`src/rtl/counter_sweep_ctrl.sv`:
```
// Sweep sequencer for the up/down counter datapath.
// Loads a start value, steps toward an end value, optionally bounces back.
module counter_sweep_ctrl #(
  parameter int WIDTH = 4,
  parameter int DIV_W = 8
) (
  input  logic             clk,
  input  logic             reset,
  input  logic             start,
  input  logic [WIDTH-1:0] cfg_start,
  input  logic [WIDTH-1:0] cfg_end,
  input  logic [DIV_W-1:0] cfg_div,
  input  logic             cfg_bounce,
  input  logic             abort,
  input  logic [WIDTH-1:0] ctr_count,
  output logic             ctr_set,
  output logic [WIDTH-1:0] ctr_set_value,
  output logic             ctr_ena,
  output logic             ctr_up_down,
  output logic             busy,
  output logic             done,
  output logic             aborted
);

  typedef enum logic [1:0] {
    S_IDLE,
    S_LOAD,
    S_RUN,
    S_DONE
  } state_t;

  state_t           state_q, state_d;
  logic [WIDTH-1:0] start_q, start_d;
  logic [WIDTH-1:0] end_q, end_d;
  logic [DIV_W-1:0] div_q, div_d;
  logic             bounce_q, bounce_d;
  logic             dir_q, dir_d;
  logic [WIDTH-1:0] target_q, target_d;
  logic             leg_q, leg_d;
  logic [DIV_W-1:0] pcnt_q, pcnt_d;
  logic             aborted_q, aborted_d;

  always_ff @(posedge clk or posedge reset) begin
    if (reset) begin
      state_q   <= S_IDLE;
      start_q   <= '0;
      end_q     <= '0;
      div_q     <= '0;
      bounce_q  <= 1'b0;
      dir_q     <= 1'b0;
      target_q  <= '0;
      leg_q     <= 1'b0;
      pcnt_q    <= '0;
      aborted_q <= 1'b0;
    end else begin
      state_q   <= state_d;
      start_q   <= start_d;
      end_q     <= end_d;
      div_q     <= div_d;
      bounce_q  <= bounce_d;
      dir_q     <= dir_d;
      target_q  <= target_d;
      leg_q     <= leg_d;
      pcnt_q    <= pcnt_d;
      aborted_q <= aborted_d;
    end
  end

  always_comb begin
    state_d       = state_q;
    start_d       = start_q;
    end_d         = end_q;
    div_d         = div_q;
    bounce_d      = bounce_q;
    dir_d         = dir_q;
    target_d      = target_q;
    leg_d         = leg_q;
    pcnt_d        = pcnt_q;
    aborted_d     = aborted_q;
    ctr_set       = 1'b0;
    ctr_set_value = '0;
    ctr_ena       = 1'b0;
    ctr_up_down   = 1'b0;
    done          = 1'b0;
    unique case (state_q)
      S_IDLE: begin
        if (start) begin
          start_d   = cfg_start;
          end_d     = cfg_end;
          div_d     = cfg_div;
          bounce_d  = cfg_bounce;
          aborted_d = 1'b0;
          state_d   = S_LOAD;
        end
      end
      S_LOAD: begin
        ctr_set       = 1'b1;
        ctr_set_value = start_q;
        dir_d         = (end_q >= start_q);
        target_d      = end_q;
        leg_d         = 1'b0;
        pcnt_d        = '0;
        if (abort) begin
          aborted_d = 1'b1;
          state_d   = S_DONE;
        end else begin
          state_d = S_RUN;
        end
      end
      S_RUN: begin
        ctr_up_down = dir_q;
        if (abort) begin
          aborted_d = 1'b1;
          state_d   = S_DONE;
        end else if (ctr_count == target_q) begin
          // Turn around once, unless the sweep is degenerate
          if (bounce_q && !leg_q && (start_q != end_q)) begin
            target_d = start_q;
            dir_d    = ~dir_q;
            leg_d    = 1'b1;
            pcnt_d   = '0;
          end else begin
            state_d = S_DONE;
          end
        end else if (pcnt_q == div_q) begin
          ctr_ena = 1'b1;
          pcnt_d  = '0;
        end else begin
          pcnt_d = pcnt_q + DIV_W'(1);
        end
      end
      S_DONE: begin
        done    = 1'b1;
        state_d = S_IDLE;
      end
      default: state_d = S_IDLE;
    endcase
  end

  assign busy    = (state_q != S_IDLE);
  assign aborted = aborted_q;

endmodule

```
`config.mk`:
```
export PLATFORM = sky130hd
export DESIGN_NAME = counter_sweep_ctrl
export DESIGN_NICKNAME = d
export VERILOG_FILES = /design/src/rtl/counter_sweep_ctrl.sv
export SDC_FILE = /design/constraint.sdc
export NUM_CORES = 1
export LEC_CHECK = 0
export ABC_AREA = 1
export ABC_CLOCK_PERIOD_IN_PS = 1500
export CORE_MARGIN = 2
export CORE_UTILIZATION = 25
export CTS_BUF_LIST = sky130_fd_sc_hd__clkbuf_16
export CTS_CLUSTER_SIZE = 14
export DETAILED_ROUTE_END_ITERATION = 10
export PLACE_DENSITY = 0.55
export SYNTH_ARGS = -nofsm -noshare
export SYNTH_HDL_FRONTEND = slang
export SYNTH_SLANG_ARGS = --single-unit
```
`constraint.sdc`:
```
create_clock -name clk -period 1.5 [get_ports clk]
set_input_delay 0.3 -clock clk [delete_from_list [all_inputs] [get_ports clk]]
set_output_delay 0.3 -clock clk [all_outputs]
set_load 0.05 [all_outputs]
```
; ---- Word-level counts from Yosys, hierarchy flattened
; Cells that the tools add are included.
[word_totals]
word_cells = 74
out_inout_bits = 10
in_bits = 25
reg_bits = 34
[op_classes]
n_eq_ne = 14
n_reduce_logical = 13
n_mux = 34
bitwise_logic = 1
addsub = 1
order_cmp = 1
[ops]
columns = op, n
row1 = 8-bit two-way mux, 4
row2 = 1-bit two-way mux, 16
row3 = 4-bit two-way mux, 4
row4 = 8-bit case mux with 2 select lines, 1
row5 = 3-bit != test (second input constant), 3
row6 = 3-bit AND reduction, 3
row7 = 8-bit by 1-bit adder with 8-bit output (second input constant), 1
row8 = 8-bit equality test, 1
row9 = 2-bit two-way mux, 4
row10 = 2-bit != test (second input constant), 4
row11 = 2-bit case mux with 4 select lines, 1
row12 = 4-bit case mux with 2 select lines, 1
row13 = 1-bit case mux with 2 select lines, 3
row14 = 2-bit nonzero test, 3
row15 = 2-bit equality test (second input constant), 2
row16 = 4-bit equality test, 1
row17 = 4-bit greater-or-equal comparator, 1
row18 = 4-bit != test, 1
row19 = 4-bit AND reduction, 1
row20 = 2-bit by 1-bit equality test with 1-bit output (second input constant), 1
row21 = 1-bit logical AND, 2
row22 = 2-bit logical NOT, 1
row23 = 2-bit by 1-bit != test with 1-bit output (second input constant), 1
row24 = 2-bit AND reduction, 1
row25 = other kinds (3), 3

; ---- Depth between registers and ports, before layout
[logic_depth]
depth_word = 7
ltp_mapped = 12

; ---- Worst setup path before layout
; OpenSTA, ideal clock, no wires.
[synth_path]
path_type = register -> output
from = register state_q[0]
to = output port ctr_ena
arrival_ns = 1.969
n_path_buf = 0
slack_ns = -0.769
stages_incl_launch_ff = 5
cell_sequence = dfrtp_1 inv_1 ha_1 nand3_1 nor3_1
[synth_between]
elab_chain_cells = 2
[synth_lines]
columns = item, line
row1 = "start, declared", 32  ; state_t state_q, state_d;
row2 = "start signal, assigned", 56  ; state_q <= state_d;
row3 = 2-bit equality test, 85  ; unique case (state_q)
row4 = 1-bit two-way mux, 85
row5 = "end, declared", 18  ; output logic ctr_ena,
; Every way passes these cells.

; ---- Worst setup path in the final report
[layout_path]
from = register pcnt_q[3]
to = output port ctr_ena
[layout_between]
elab_chain_cells = 5
[layout_lines]
columns = item, line
row1 = "start, declared", 40  ; logic [DIV_W-1:0] pcnt_q, pcnt_d;
row2 = "start signal, assigned", 64  ; pcnt_q <= pcnt_d;
row3 = 8-bit equality test, 125  ; end else if (pcnt_q == div_q) begin
row4 = 1-bit two-way mux, 125
row5 = 1-bit two-way mux, 115  ; end else if (ctr_count == target_q) begin
row6 = 1-bit two-way mux, 112  ; if (abort) begin
row7 = 1-bit two-way mux, 85
; Every way passes these cells.

==> metrics.txt <==
outcome finished with violations; failing checks setup timing; IO Port Bufs 34; RD Place Congestion between 0.8 and 0.9; sequential cell area between 800 and 900 um2; first-pass GRT wire length about 8.5 mm; fin nets 401; Avg Cell Area, Syn approximately 7.1 um2; drc violations 0; total congestion overflow 0; drt first pass iters 4; top-area cell type share of the netlist area 0.4224; CTS sink count 34; CTS Buf Count 5; final wirelength between 5 and 6 mm; Post-DRT Antenna Nets 0; CTS H-tree lvls 2; via count slightly below 2,000; period utilization 1.188; CP cell instances inv_1, nand2_1, nand2_1, nor2_2, nand2_2, nor3_4, buf_12; Area Overhead vs Synth 69.32%; Starting Density 0.2593; Yosys top cell by area dfrtp_1; Post-Syn Instances 282; Max Clock Skew approximately 0.0046 ns; drt via density between 4 and 5; IO Pins 35; dpl hpwl about 3.4 mm; Max FO, Critical Path 3; largest net degree at the start of global routing 35; root buf cell clkbuf_16; Synth Register Bits 34; Antenna diodes 0; Die W between 90 and 100 um; total number of yosys warnings 0; Rel. slew slack 0.7795; Netlist cell types 23; wire per inst approximately 11 um; Synthesized Nets about 320; Arr. time, crit path 1.48 ns; Placeable Area slightly below 8000 um2; Worst-Margin Slew approximately 0.33 ns; row cnt 32; GRT Total Usage 0.1223; Pleak 0.001713 uW; CTS tree built; Seq/Total Area, Yosys 0.4224; fin. max-slew vios 0; unrepaired setup endpoints after global routing true; Worst-path clk slew 0.06 ns; met1 Use GR 0.1543; post-layout util 0.4391; Max Cap Viol 0; met3 usage 0.02889; Multi-input gate area 1202 um2; CTS Hold Bufs 0; CP startpoint kind flip-flop; final setup violation count 22; final setup margin -0.2820 ns; crit-path max cell delay 0.37 ns; final-report hold violation count 0; DRC violation total after the first TritonRoute iteration 119; fillers 780; ratio of cells with drive above 1 in the final layout 0.3569; GRT met2 Usage 0.2018; Critical Path End Type output pin; slowest cell on the critical path dfrtp_1; Crit path top cell by count nand2_1; Fmax ~0.56 GHz; worst slack, placed -0.4116 ns; Peak VDD IR 679.9 uV; busiest grt layer met2; die height approximately 94 um; WS Path Type reg -> out; Synth Cell Area about 2000 um2; Area contributors post-synth dfrtp_1, nand2_1, inv_1; Clock Tree Buf Depth 2; vias in the first global route roughly 1,900; Critical Path RT approximately 1.2 ns; antenna violations before repair 0; worst hold path type in -> async; clock period minus worst slack around 1.8 ns; Pwr per Cell Area between 2000 and 2500 nW/um2; later-pin clock latency in the skew report approximately 0.28 ns; die area between 8000 and 9000 um2
==> report_power, final <==
part	internal [uW]	switching [uW]
clock	598	386
sequential	1280	240
combinational	2130	2370
total	4010	3000
==> sequential cells by signal, indices dropped and copies added (netlist names) <==
signal / flops
aborted: 1
pcnt_q: 8
end_q: 4
target_q: 4
leg_q: 1
dir_q: 1
state_q: 2
start_q: 4
bounce_q: 1
div_q: 8
==> layout make-up <==
class                           instances  share of cell area
Sequential cell                        34              0.2498
Timing Repair Buffer                   81              0.2487
Clock buffer                            5             0.03668
Timing Repair inverter                  1            0.002201
Clock inverter                          3            0.003302
Multi-Input combinational cell        189              0.3525
Tap cell                              102             0.03742
Inverter                               54             0.06933
==> routing by layer <==
metal | wire, um | share of wire | vias to the layer above
li1 | - | - | 1027
met1 | 2337 | 0.46 | 871
met2 | 2416 | 0.48 | 34
met3 | 213 | 0.042 | 9
met4 | 84 | 0.017 | 0
met5 | 0 | 0 | -
==> per-stage QoR <==
step                      instance area [um2]  setup TNS (ns)  power [uW]  hold WS [ns]  instances
after floorplan                          2078         -0.4860        3531        0.4416        282
after global placement                   2859          -4.741        4824        0.4639        440
after detailed placement                 2859          -5.161        4883        0.4698        440
after CTS                                3303          -2.023        6659        0.3831        465
after global routing                     3411          -4.562        7535        0.4044        469
final                                    3411          -2.717        7007        0.3739        469
==> cell usage after synthesis, drive strengths merged <==
master	count
mux2	2
buf	2
a311o	1
nand4	1
clkbuf	3
nand2	93
a41oi	1
nand3	16
a21oi	16
ha	10
xor2	5
nor2	30
nor3	1
inv	54
dfrtp	34
o21ai	13
==> critical path: cells and delay by family, from the launching register on <==
kind          cells  cell delay [ns]
buf+inv           2             0.25
simple gates      5             0.58
flops             1             0.37
==> worst paths after layout <==
kind / startpoint / to / slack (ns) / depth (start not counted)
worst max-delay path: pcnt_q[3] / ctr_ena / -0.28 / 7
worst min-delay path: reset / end_q[2] / 0.37 / 3
worst max register to register: state_q[0] / pcnt_q[4] / -0.15 / 9
worst min register to register: bounce_q / bounce_q / 0.51 / 1
max in group asynchronous: reset / state_q[1] / 0.93 / 3
min in group clk: bounce_q / bounce_q / 0.51 / 1
==> logic make-up (layout without fill, tap and decap cells) <==
group / after synthesis / count (layout) / synth area share
AOI/OAI and AO/OA: 31 / 31 / 0.08137
xor gates and xnor gates: 5 / 5 / 0.02174
adders and majority gates: 10 / 10 / 0.06211
buffers and inverters: 59 / 144 / 0.1143
DFF: 34 / 34 / 0.4224
muxes: 2 / 2 / 0.01118
and+or+nand+nor: 141 / 141 / 0.2870
==> layout by cell type, fill, tap and decap left out, drive strengths merged <==
cell type,Yosys,final
clkdlybuf4s50,0,20
a311o,1,1
clkinvlp,0,6
ha,10,10
dlygate4sd2,0,4
nand4,1,1
inv,54,49
nand2,93,93
clkinv,0,3
xor2,5,5
clkbuf,3,5
nand3,16,16
dfrtp,34,34
buf,2,57
nor3,1,1
o21ai,13,13
mux2,2,2
a41oi,1,1
nor2,30,30
a21oi,16,16
==> repair_timing <==
action                                  in CTS  in global routing
pin swaps                                   18                  9
resized for setup                           52                 26
gates cloned                                 0                  1
buffers inserted                            17                  6
endpoints found under the setup margin      24                 29
(Power assumes the default switching activity.)
